`config.mk`:
```
export PLATFORM = sky130hd
export DESIGN_NAME = rv_clint
export DESIGN_NICKNAME = d
export VERILOG_FILES = /design/src/rtl/rv_clint.sv
export SDC_FILE = /design/constraint.sdc
export NUM_CORES = 1
export LEC_CHECK = 0
export ABC_AREA = 0
export BUFFER_PORTS_ARGS = -buffer_cell sky130_fd_sc_hd__buf_4
export CAP_MARGIN = 30
export CORE_UTILIZATION = 58
export DETAILED_ROUTE_END_ITERATION = 6
export HOLD_SLACK_MARGIN = 0.08
export PLACE_DENSITY = 0.81
export SETUP_SLACK_MARGIN = 0.02
export SYNTH_ARGS = -nofsm -noshare
export SYNTH_HDL_FRONTEND = slang
export SYNTH_SLANG_ARGS = --single-unit
```
`constraint.sdc`:
```
create_clock -name CLK -period 2.65 [get_ports CLK]
set_input_delay 0.265 -clock CLK [delete_from_list [all_inputs] [get_ports CLK]]
set_output_delay 0.265 -clock CLK [all_outputs]
set_load 0.01 [all_outputs]
```
`src/rtl/rv_clint.sv`:
```
// rv_clint: core-local interruptor. Holds the 64-bit mtime counter with its
// prescaler, the per-hart mtimecmp and msip registers, and serves 32-bit
// word-aligned MMIO reads and writes with one cycle of read latency.
`timescale 1ns/1ps
module rv_clint #(
  parameter int N_HARTS  = 1,
  parameter int TICK_DIV = 1
) (
  input  logic               CLK,
  input  logic               RST_X,
  input  logic [15:0]        w_addr,
  input  logic [31:0]        w_wdata,
  input  logic               w_we,
  input  logic               w_re,
  output logic [31:0]        r_rdata,
  output logic               r_rvalid,
  output logic [63:0]        w_mtime,
  output logic [N_HARTS-1:0] w_mtip,
  output logic [N_HARTS-1:0] w_msip
);

  localparam int            PW         = (TICK_DIV > 1) ? $clog2(TICK_DIV) : 1;
  localparam logic [PW-1:0] PRESC_MAX  = PW'(TICK_DIV - 1);
  localparam logic [13:0]   MTIME_LO_W = 14'h2FFE;
  localparam logic [13:0]   MTIME_HI_W = 14'h2FFF;
  localparam logic [13:0]   CMP_BASE_W = 14'h1000;

  logic [PW-1:0]      presc;
  logic [63:0]        mtime;
  logic [63:0]        mtimecmp [N_HARTS];
  logic [N_HARTS-1:0] msip;
  logic [N_HARTS-1:0] mtip;

  logic [13:0]        word;
  logic               tick;
  logic               rd_go;
  logic               sel_mtime_lo;
  logic               sel_mtime_hi;
  logic [N_HARTS-1:0] sel_msip;
  logic [N_HARTS-1:0] sel_cmp_lo;
  logic [N_HARTS-1:0] sel_cmp_hi;
  logic [31:0]        rd_val;
  logic               unused_addr_bits;

  // Byte-lane bits are ignored: every access is a full word.
  assign word             = w_addr[15:2];
  assign unused_addr_bits = ^w_addr[1:0];
  assign tick             = (presc == PRESC_MAX);
  // A simultaneous write wins; the read is dropped.
  assign rd_go            = w_re & ~w_we;

  // Address decode and read-data mux; unmapped offsets read as zero.
  always_comb begin
    sel_mtime_lo = (word == MTIME_LO_W);
    sel_mtime_hi = (word == MTIME_HI_W);
    sel_msip     = '0;
    sel_cmp_lo   = '0;
    sel_cmp_hi   = '0;
    rd_val       = '0;
    if (sel_mtime_lo) rd_val = mtime[31:0];
    if (sel_mtime_hi) rd_val = mtime[63:32];
    for (int h = 0; h < N_HARTS; h++) begin
      sel_msip[h]   = (word == 14'(h));
      sel_cmp_lo[h] = (word == CMP_BASE_W + 14'(2 * h));
      sel_cmp_hi[h] = (word == CMP_BASE_W + 14'(2 * h + 1));
      if (sel_msip[h])   rd_val = {31'b0, msip[h]};
      if (sel_cmp_lo[h]) rd_val = mtimecmp[h][31:0];
      if (sel_cmp_hi[h]) rd_val = mtimecmp[h][63:32];
    end
  end

  // mtime and prescaler; a write to either half replaces the tick for that
  // cycle (no carry into the other half) and restarts the tick period.
  always_ff @(posedge CLK or negedge RST_X) begin
    if (!RST_X) begin
      mtime <= '0;
      presc <= '0;
    end else if (w_we && sel_mtime_lo) begin
      mtime <= {mtime[63:32], w_wdata};
      presc <= '0;
    end else if (w_we && sel_mtime_hi) begin
      mtime <= {w_wdata, mtime[31:0]};
      presc <= '0;
    end else if (tick) begin
      mtime <= mtime + 64'd1;
      presc <= '0;
    end else begin
      presc <= presc + PW'(1);
    end
  end

  // Per-hart msip and mtimecmp write ports.
  always_ff @(posedge CLK or negedge RST_X) begin
    if (!RST_X) begin
      msip <= '0;
      for (int h = 0; h < N_HARTS; h++) mtimecmp[h] <= '1;
    end else if (w_we) begin
      for (int h = 0; h < N_HARTS; h++) begin
        if (sel_msip[h])   msip[h]            <= w_wdata[0];
        if (sel_cmp_lo[h]) mtimecmp[h][31:0]  <= w_wdata;
        if (sel_cmp_hi[h]) mtimecmp[h][63:32] <= w_wdata;
      end
    end
  end

  // Timer-pending compare on current register values, so it trails changes by one cycle.
  always_ff @(posedge CLK or negedge RST_X) begin
    if (!RST_X) begin
      mtip <= '0;
    end else begin
      for (int h = 0; h < N_HARTS; h++) mtip[h] <= (mtime >= mtimecmp[h]);
    end
  end

  // Registered read response; data holds until the next accepted read.
  always_ff @(posedge CLK or negedge RST_X) begin
    if (!RST_X) begin
      r_rdata  <= '0;
      r_rvalid <= 1'b0;
    end else begin
      r_rvalid <= rd_go;
      if (rd_go) r_rdata <= rd_val;
    end
  end

  assign w_mtime = mtime;
  assign w_mtip  = mtip;
  assign w_msip  = msip;

endmodule

```
==> results.yml <==
outcome:
  status: "finished with violations"
  violations: "DRC"
synth:
  ys.flop_type: "dfrtp_1"
  synthTopCellsByArea: "dfrtp_1 25%, dfstp_2 17%, ha_1 8.2%"
  synth_edf_count: 0
  synth_nets: 1237
  synth_top_cell_by_area: "dfrtp_1"
  avgSynthCellArea_um2: 8.86
  ys_ff_latch: 163
  netlist-cell-type-count: 68
  syn_area_um2: 9930
  ys_warn_count: 0
  synth_seq_area_share_pct: 41.9
  synth_top_area_share_pct: 25.0
  postSynth.asyncResetShare_pct: 100
  synthCells: 1120
routing:
  drt-total-wl_mm: 32.5
  drtPass1Iterations: 7
  viasPerCell: 6.59
  drtAntennaViolNets: 0
  drc: 2
  dr_total_vias: 10200
  wl_per_cell_um: 21.0
  drtIter0Drc: 1375
setup_path:
  crit_fanout: 10
  path_cells: "and4_1 -> nand2_1 -> or4_4 -> o31ai_1 -> a21oi_1 -> a311oi_1"
  cp.arrival_ps: 2870
  cp.depth: 6
  critPathKind: "register to register"
  r2r-start: "w_mtime[2]"
  cpMaxStageDelayCell: "or4_4"
  endpoint: "w_mtime[33]"
  crit_start: "w_mtime[2]"
  critPathCaptureType: "register"
  cp_slowest_stage_delay_ps: 610
  rrSetupSlack_ps: 120
  critical_path_required_ps: 2990
  reg2reg_depth: 6
  crit_buf_inv: 0
  r2r_end: "w_mtime[33]"
  critPathLaunchType: "register"
  path_delay_family: "simple AND/OR/NAND/NOR gates"
placement:
  gp_congestion: 0.960
  dpl-instance-area_um2: 11600
  hpwl_mm: 22.1
  port_buffers: 148
clock_network:
  cts.path.max_buffers: 2
  post-cts-setup-buffers: 0
  cts_tree: "yes"
  path_clk_slew_ps: 70
  cts_buffers: 17
  cts_sinks: 163
  clock-root-buffer: "clkbuf_16"
  clk_latency_ps: 440
  h-tree-depth: 4
sta:
  slew_violations: 0
  final-hold-violation-count: 0
  relSlewSlack_pct: 52.7
  grt_setup_unrepaired: "no"
  period_needed_ps: 2530
  worst_pin_slew_ps: 710
  hold_ws_ps: 85.6
  setup_violations: 0
  fin_crit_sh_pct: 95.5
  fin_skew_ps: 8.48
  fmax_mhz: 395
  fin_tns_setup_ps: 0
die:
  initial_core_util_pct: 59.7
  die_x_um: 133
  core_area_um2: 16600
  ios: 151
  num_rows: 47
  dieArea_um2: 17600
  dieHeight_um: 133
layout:
  fin_area_um2: 12600
  final_nets: 1430
  drive_gt1_share_pct: 25.8
  fillers: 1211
  syn_to_final_growth_pct: 26.4
  num_antenna_cells: 0
global_routing:
  grt_use_met2_pct: 59.0
  met3_usage_pct: 6.90
  busiest_layer: "met2"
  track_usage_pct: 37.7
  grt_pass1_wl_mm: 51.8
  antenna_found_initial: 0
  grt_pass1_vias: 9761
  gr-usage-met1_pct: 50.5
  grt_max_degree: 69
  overflow: 0
power_and_ir_drop:
  p_leak_nw: 5.86
  power_density_nw_per_um2: 488
  ir_drop_mv: 0.523
  finalPower_mw: 6.12
job:
  cap_viol_max_count: 0
min_path:
  hp-class: "input pin to register"
[metal layers]
| layer | routed length [um] | vias up | share of wire, % |
|---|---|---|---|
| met5 | 0 | - | 0 |
| met4 | 1320 | 0 | 4.1 |
| met3 | 3040 | 116 | 9.3 |
| li1 | - | 4536 | - |
| met1 | 13100 | 4895 | 40 |
| met2 | 15000 | 642 | 46 |
[worst min path at each step]
stage | to | cells past startpoint | start
global placement | r_rdata[2] | 1 | RST_X
global route | mtimecmp[51] | 3 | w_wdata[19]
CTS | mtimecmp[43] | 3 | w_wdata[11]
floorplan | r_rdata[0] | 0 | RST_X
detailed placement | r_rdata[1] | 1 | RST_X
finish | mtimecmp[43] | 3 | w_wdata[11]
[report_power, final]
part           internal, mW  switching (mW)  total (mW)
clock network          1.63            1.08        2.71
logic                 0.321           0.372       0.693
registers              2.60           0.117        2.72
total                  4.55            1.57        6.12
[placed cells by master, fill, tap and decap left out, drive strengths merged, types with 8 or more instances in the layout]
cell type / count
o211ai: 8
a211oi: 28
nand2: 115
a22o: 30
nand3: 33
nand4: 35
and3: 16
nor2b: 8
nor4: 15
a222oi: 30
a21oi: 91
o21ai: 96
dlygate4sd3: 27
inv: 77
nor2: 102
dfrtp: 99
o221a: 8
a21o: 9
ha: 65
clkbuf: 20
a311oi: 12
nor3: 20
o21a: 8
buf: 218
dfstp: 64
and2: 9
[worst reg2reg max path, cell delays in order (launching register included)]
cell,delay (ps)
dfrtp_1,530
and4_1,350
nand2_1,170
or4_4,610
o31ai_1,370
a21oi_1,140
a311oi_1,270
[state kept, by name (all words and copies together), names as in the netlist]
name	flops
r_rvalid	1
mtimecmp	64
w_mtip	1
w_msip	1
w_mtime	64
r_rdata	32
[synth_stat cells, types with 5 or more instances]
cell,n
a211o_1,6
a211oi_1,28
a21o_1,9
a21oi_1,91
a222oi_1,30
a22o_1,30
a311oi_1,12
and2_1,9
and3_1,16
and4_1,5
buf_2,13
clkbuf_1,53
dfrtp_1,99
dfstp_2,64
ha_1,65
inv_1,74
nand2_1,114
nand3_1,33
nand3b_1,5
nand4_1,34
nor2_1,102
nor2b_1,8
nor3_1,20
nor4_1,12
o211ai_1,8
o21a_1,8
o21ai_0,94
o221a_2,8
o22ai_1,6
[kinds of logic (layout without fill, tap and decap cells)]
kind of cell	count (synthesis)	count (layout)	share of synthesized area (%)
AND/OR/NAND/NOR	376	376	18.5
AO/OA/AOI/OAI	363	363	24.8
flip-flops	163	163	41.9
buffers and inverters	145	350	5.83
adder cells (fa/ha/maj)	65	65	8.19
XOR/XNOR	4	4	0.353
multiplexers	4	4	0.416
[area by class of cell]
cell class / instances / area [um2] / share of cell area, %
multi-input combinational: 812 / 5240 / 41.7
clock buffer: 20 / 457 / 3.64
timing repair buffer: 245 / 1970 / 15.7
tap: 220 / 275 / 2.19
clock inverter: 11 / 175 / 1.40
sequential: 163 / 4160 / 33.1
inverter: 74 / 278 / 2.21
[stage by stage]
step           cells  util, %  worst slack (ps)
5_1_grt         1545     75.4              47.2
3_5_place_dp    1487     69.9              97.7
6_report        1545     75.4               119
2_1_floorplan   1120        -               395
4_1_cts         1545     75.4              55.1
3_3_place_gp    1487     69.9              73.6
[what timing repair did]
item,4_1_cts,5_1_grt
hold buffers,27,0
gates resized for setup,0,2
endpoints found under the hold margin,81,0
endpoints found under the setup margin,0,2
No activity file was read; power rests on OpenSTA's default activity.
